File: src/rtl/irq_pend_pkg.sv
// Shared constants, state encoding and helpers for irq_pend_ctrl.
// Optional build macro: ROUND_ROBIN_EN.
package irq_pend_pkg;

  localparam int N_SRC = 4;
  localparam int ID_W  = 2;
  localparam int CNT_W = 8;

  typedef logic [1:0] state_t;

  localparam state_t IDLE     = 2'b00;
  localparam state_t REQ      = 2'b01;
  localparam state_t WAIT_CLR = 2'b10;

  function automatic logic [N_SRC-1:0] rotl4(
    input logic [N_SRC-1:0] v,
    input logic [ID_W-1:0]  n
  );
    logic [2*N_SRC-1:0] d;
    d = {v, v} << n;
    return d[2*N_SRC-1 -: N_SRC];
  endfunction

endpackage

File: src/rtl/irq_prio_enc.sv
// Fixed-priority encoder, lowest index wins.
// Purely combinational; rotation for fairness is applied by the caller.
module irq_prio_enc
  import irq_pend_pkg::*;
(
  input  logic [N_SRC-1:0] req,
  output logic [ID_W-1:0]  id,
  output logic             found
);

  assign found = |req;

  always_comb begin
    id = '0;
    unique casez (req)
      4'b???1: id = 2'd0;
      4'b??10: id = 2'd1;
      4'b?100: id = 2'd2;
      4'b1000: id = 2'd3;
      default: id = '0;
    endcase
  end

endmodule

File: src/rtl/irq_pend_ctrl.sv
// Edge-latched interrupt pending register with mask and ack handshake.
// Define ROUND_ROBIN_EN for rotating priority after each ack.
module irq_pend_ctrl
  import irq_pend_pkg::*;
#(
  parameter int ACK_TIMEOUT = 15
) (
  input  logic             clk,
  input  logic             reset,
  input  logic [N_SRC-1:0] irq_src,
  input  logic [N_SRC-1:0] mask,
  input  logic             ack,
  output logic [N_SRC-1:0] irq_pend,
  output logic             irq_valid,
  output logic [ID_W-1:0]  irq_id,
  output logic             timeout
);

  localparam logic [CNT_W-1:0] TMO_LAST =
    CNT_W'(ACK_TIMEOUT - 1);

  logic [N_SRC-1:0] irq_q;
  logic [N_SRC-1:0] pending;
  logic [N_SRC-1:0] rise;
  logic [N_SRC-1:0] clr;
  logic [N_SRC-1:0] req;
  state_t           state_q;
  state_t           state_d;
  logic [CNT_W-1:0] cnt_q;
  logic [CNT_W-1:0] cnt_d;
  logic [ID_W-1:0]  id_q;
  logic [ID_W-1:0]  id_d;
  logic [ID_W-1:0]  enc_id;
  logic [ID_W-1:0]  win_id;
  logic             found;
  logic             acc;
  logic             expire;
  logic             tmo_q;
  logic             tmo_d;

  assign rise     = irq_src & ~irq_q;
  assign irq_pend = pending & ~mask;
  assign acc      = (state_q == REQ) & ack;
  assign expire   = (state_q == REQ) & ~ack
                  & (cnt_q == TMO_LAST);
  assign clr      = acc ? (N_SRC'(1) << id_q)
                        : '0;

`ifdef ROUND_ROBIN_EN
  logic [ID_W-1:0] last_q;
  logic [ID_W-1:0] start;

  assign start  = last_q + ID_W'(1);
  // Rotate so the source after last_id lands on bit 0.
  assign req    = rotl4(irq_pend, -start);
  assign win_id = enc_id + start;

  always_ff @(posedge clk or posedge reset) begin
    if (reset) begin
      last_q <= ID_W'(3);
    end else if (acc) begin
      last_q <= id_q;
    end
  end
`else
  assign req    = irq_pend;
  assign win_id = enc_id;
`endif

  irq_prio_enc u_enc (
    .req   (req),
    .id    (enc_id),
    .found (found)
  );

  always_ff @(posedge clk or posedge reset) begin
    if (reset) begin
      state_q <= IDLE;
    end else begin
      state_q <= state_d;
    end
  end

  always_comb begin
    state_d = state_q;
    unique case (state_q)
      IDLE: begin
        if (found) state_d = REQ;
      end
      REQ: begin
        if (ack) begin
          state_d = WAIT_CLR;
        end else if (cnt_q == TMO_LAST) begin
          state_d = IDLE;
        end
      end
      WAIT_CLR: state_d = IDLE;
      default:  state_d = IDLE;
    endcase
  end

  always_comb begin
    cnt_d = cnt_q;
    id_d  = id_q;
    tmo_d = 1'b0;
    unique case (state_q)
      IDLE: begin
        if (found) begin
          id_d  = win_id;
          cnt_d = '0;
        end
      end
      REQ: begin
        cnt_d = cnt_q + CNT_W'(1);
        tmo_d = expire;
      end
      default: ;
    endcase
  end

  always_ff @(posedge clk or posedge reset) begin
    if (reset) begin
      irq_q   <= '0;
      pending <= '0;
      cnt_q   <= '0;
      id_q    <= '0;
      tmo_q   <= 1'b0;
    end else begin
      irq_q   <= irq_src;
      pending <= rise | (pending & ~clr);
      cnt_q   <= cnt_d;
      id_q    <= id_d;
      tmo_q   <= tmo_d;
    end
  end

  assign irq_valid = (state_q == REQ);
  assign irq_id    = id_q;
  assign timeout   = tmo_q;

endmodule

File: config.mk
export PLATFORM = sky130hd
export DESIGN_NAME = irq_pend_ctrl
export DESIGN_NICKNAME = d
export VERILOG_FILES = /design/src/rtl/irq_pend_pkg.sv /design/src/rtl/irq_prio_enc.sv /design/src/rtl/irq_pend_ctrl.sv
export SDC_FILE = /design/constraint.sdc
export NUM_CORES = 1
export LEC_CHECK = 0
export ABC_AREA = 1
export CORE_MARGIN = 3
export CORE_UTILIZATION = 50
export CTS_CLUSTER_DIAMETER = 120
export CTS_CLUSTER_SIZE = 40
export DETAILED_ROUTE_END_ITERATION = 10
export DONT_BUFFER_PORTS = 1
export GPL_ROUTABILITY_DRIVEN = 0
export PLACE_DENSITY = 0.73
export SYNTH_ARGS = -nofsm -noshare
export SYNTH_HDL_FRONTEND = slang
export SYNTH_SLANG_ARGS = --single-unit
File: constraint.sdc
create_clock -name clk -period 2.4 [get_ports clk]
set_input_delay 0.6 -clock clk [delete_from_list [all_inputs] [get_ports clk]]
set_output_delay 0.6 -clock clk [all_outputs]
set_load 0.02 [all_outputs]
==> impl_metrics.yaml <==
cts:
  post_cts_buffers: 0
  cts-root-buf: "clkbuf_4"
  clock_sinks: 21
  cts-resized-gates: 0
  cts_buffers: 3
  holdBufCountCts: 0
  insertion_delay_ns: 0.31
  clkTransAtPathRegs_ns: 0.11
  h-tree-depth: 1
  cts_tree: "built"
  cts.path.max_buffers: 2
floorplanning:
  core-area_um2: 1840
  die_area_um2: 2670
  start_util: 0.567
  die_w_um: 51.7
  rows: 15
  num_io_pins: 19
  die_h_um: 51.7
placement:
  dp_hpwl_um: 1430
  portBuffers: 0
  place_ws_ns: 0.851
  place_area_um2: 1070
logic_synthesis:
  synth_area_um2: 1040
  netlist.area_leader.share: 0.504
  synth_nets: 147
  postSynthCellCount: 134
  synthTopCellsByArea: "dfrtp_1 50%, nand2_1 14%, inv_1 9.7%"
  yosys.area.top_type: "dfrtp_1"
  yosys_warnings: 0
  ys_seq_area_frac: 0.504
  synth_seq_cells: 21
  syn_area_per_cell_um2: 7.78
  ys_types: 15
worst_setup_path:
  end_kind: "output port"
  critPathMaxStageDelay_ns: 0.42
  reg2regPathDepth: 6
  crit_path_cell_trace: "nor2_2"
  start_kind: "flop"
  cp.required_ns: 1.80
  worstSetupPathType: "flop to output port"
  reg2reg_from: "state_q[1]"
  timing.rr.end: "pending[2]"
  slowest_stage: "dfrtp_1"
  path_max_fanout: 6
  worstPathArrival_ns: 1.12
  critPathTopFamily: "flip-flops"
  r2r_slack_ns: 1.00
  timing.critical_path.buf_inv: 0
routing:
  vias_per_cell: 5.03
  drc_errors: 0
  routed_wl_um: 1890
  vias: 815
  drt_iter0_drc: 22
  firstDrtPassIters: 4
  antenna_left: 0
  wire_per_inst_um: 11.6
sta:
  layout_setup_ws_ns: 0.683
  fmax_mhz: 582
  worstMarginPinSlew_ns: 0.773
  hold_viol: 0
  slew_viol_final: 0
  setup_viol: 0
  slew_headroom: 0.484
  tns_ns: 0
  rsz0062_at_grt: "false"
  fin_crit_sh: 0.716
  fin_skew_ns: 0.00288
  period_minus_slack_ns: 1.72
layout:
  post-route-cell-area_um2: 1090
  drive_gt1_frac: 0.0876
  finalNetCount: 151
  diodes: 0
  syn2layout_area_growth_pct: 4.92
global_route:
  grt-ovfl-total: 0
  grt_max_degree: 22
  grt_pass1_vias: 858
  antenna_found_initial: 0
  grt_pass1_wl_um: 3500
  grt_use_total: 0.178
worst_hold_path:
  hp-class: "input port to async pin"
pwr:
  p_leak_nw: 0.595
  cellPowerDensity_nw_per_um2: 978
  ir_drop_uv: 594
  finalPower_w: 0.00107
run:
  max-cap-violations: 0
run_status:
  status: "finished, final reports clean"
-- cell usage after synthesis --
cell / instances
xor2_1: 1
ha_1: 2
nor3b_2: 1
a21oi_1: 1
inv_1: 27
buf_4: 1
nand4_1: 8
nor2_1: 11
or2_1: 1
nand2_2: 4
nor2_2: 3
dfrtp_1: 21
nand2_1: 40
nand3_1: 6
o21ai_0: 7
-- logic make-up (layout without fill, tap and decap cells) --
family | count (synthesis) | after routing | share of synthesized area
compound gates | 8 | 8 | 0.0384
xor+xnor | 1 | 1 | 0.00840
fa+ha+maj | 2 | 2 | 0.0240
buf+inv | 28 | 31 | 0.104
flops | 21 | 21 | 0.504
simple gates | 74 | 74 | 0.321
-- through the flow --
stage,utilization,hold WS [ns],std cells
3_3_place_gp,0.580,0.464,158
4_1_cts,0.595,0.286,162
3_5_place_dp,0.580,0.469,158
5_1_grt,0.595,0.259,162
2_1_floorplan,-,0.455,134
6_report,0.595,0.306,162
-- registers in the layout, summed over array words and instances (netlist names) --
name	flops
irq_id	2
irq_q	4
timeout	1
cnt_q	8
pending	4
state_q	2
-- cell usage in the layout (no fill, tap or decap) --
cell type,n
nand2_2,4
nand2_1,40
clkbuf_4,3
ha_1,2
xor2_1,1
o21ai_0,7
nor2_1,11
nor2_2,3
dfrtp_1,21
clkinv_2,1
a21oi_1,1
nand4_1,8
inv_1,27
nor3b_2,1
nand3_1,6
or2_1,1
-- worst max path at each step --
stage                    start           to  cells after the start
global route        state_q[1]    irq_valid                      1
finish              state_q[1]    irq_valid                      1
floorplan              mask[3]  irq_pend[3]                      1
detailed placement     mask[3]  irq_pend[3]                      1
global placement       mask[3]  irq_pend[3]                      1
CTS                 state_q[1]    irq_valid                      1
-- power by group --
| group | internal [W] | switching [W] | total [W] |
|---|---|---|---|
| logic | 0.000101 | 0.000278 | 0.000379 |
| registers | 0.000435 | 0.0000873 | 0.000522 |
| clock network | 0.0000623 | 0.000107 | 0.000169 |
-- routing by layer --
layer	up-vias	track usage	share of wire
met5	-	0	0
met4	0	0.0699	0.012
met3	4	0.0630	0.057
met2	18	0.305	0.49
met1	376	0.200	0.44
li1	417	-	-
-- area by class of cell --
class                   instances  area [µm²]
inverters                      27         101
flip-flops and latches         21         526
clock buffers                   3        22.5
multi-input cells              85         408
well taps                      25        31.3
fillers                       178         746
clock inverters                 1        5.00
No activity file was read; power rests on OpenSTA's default activity.
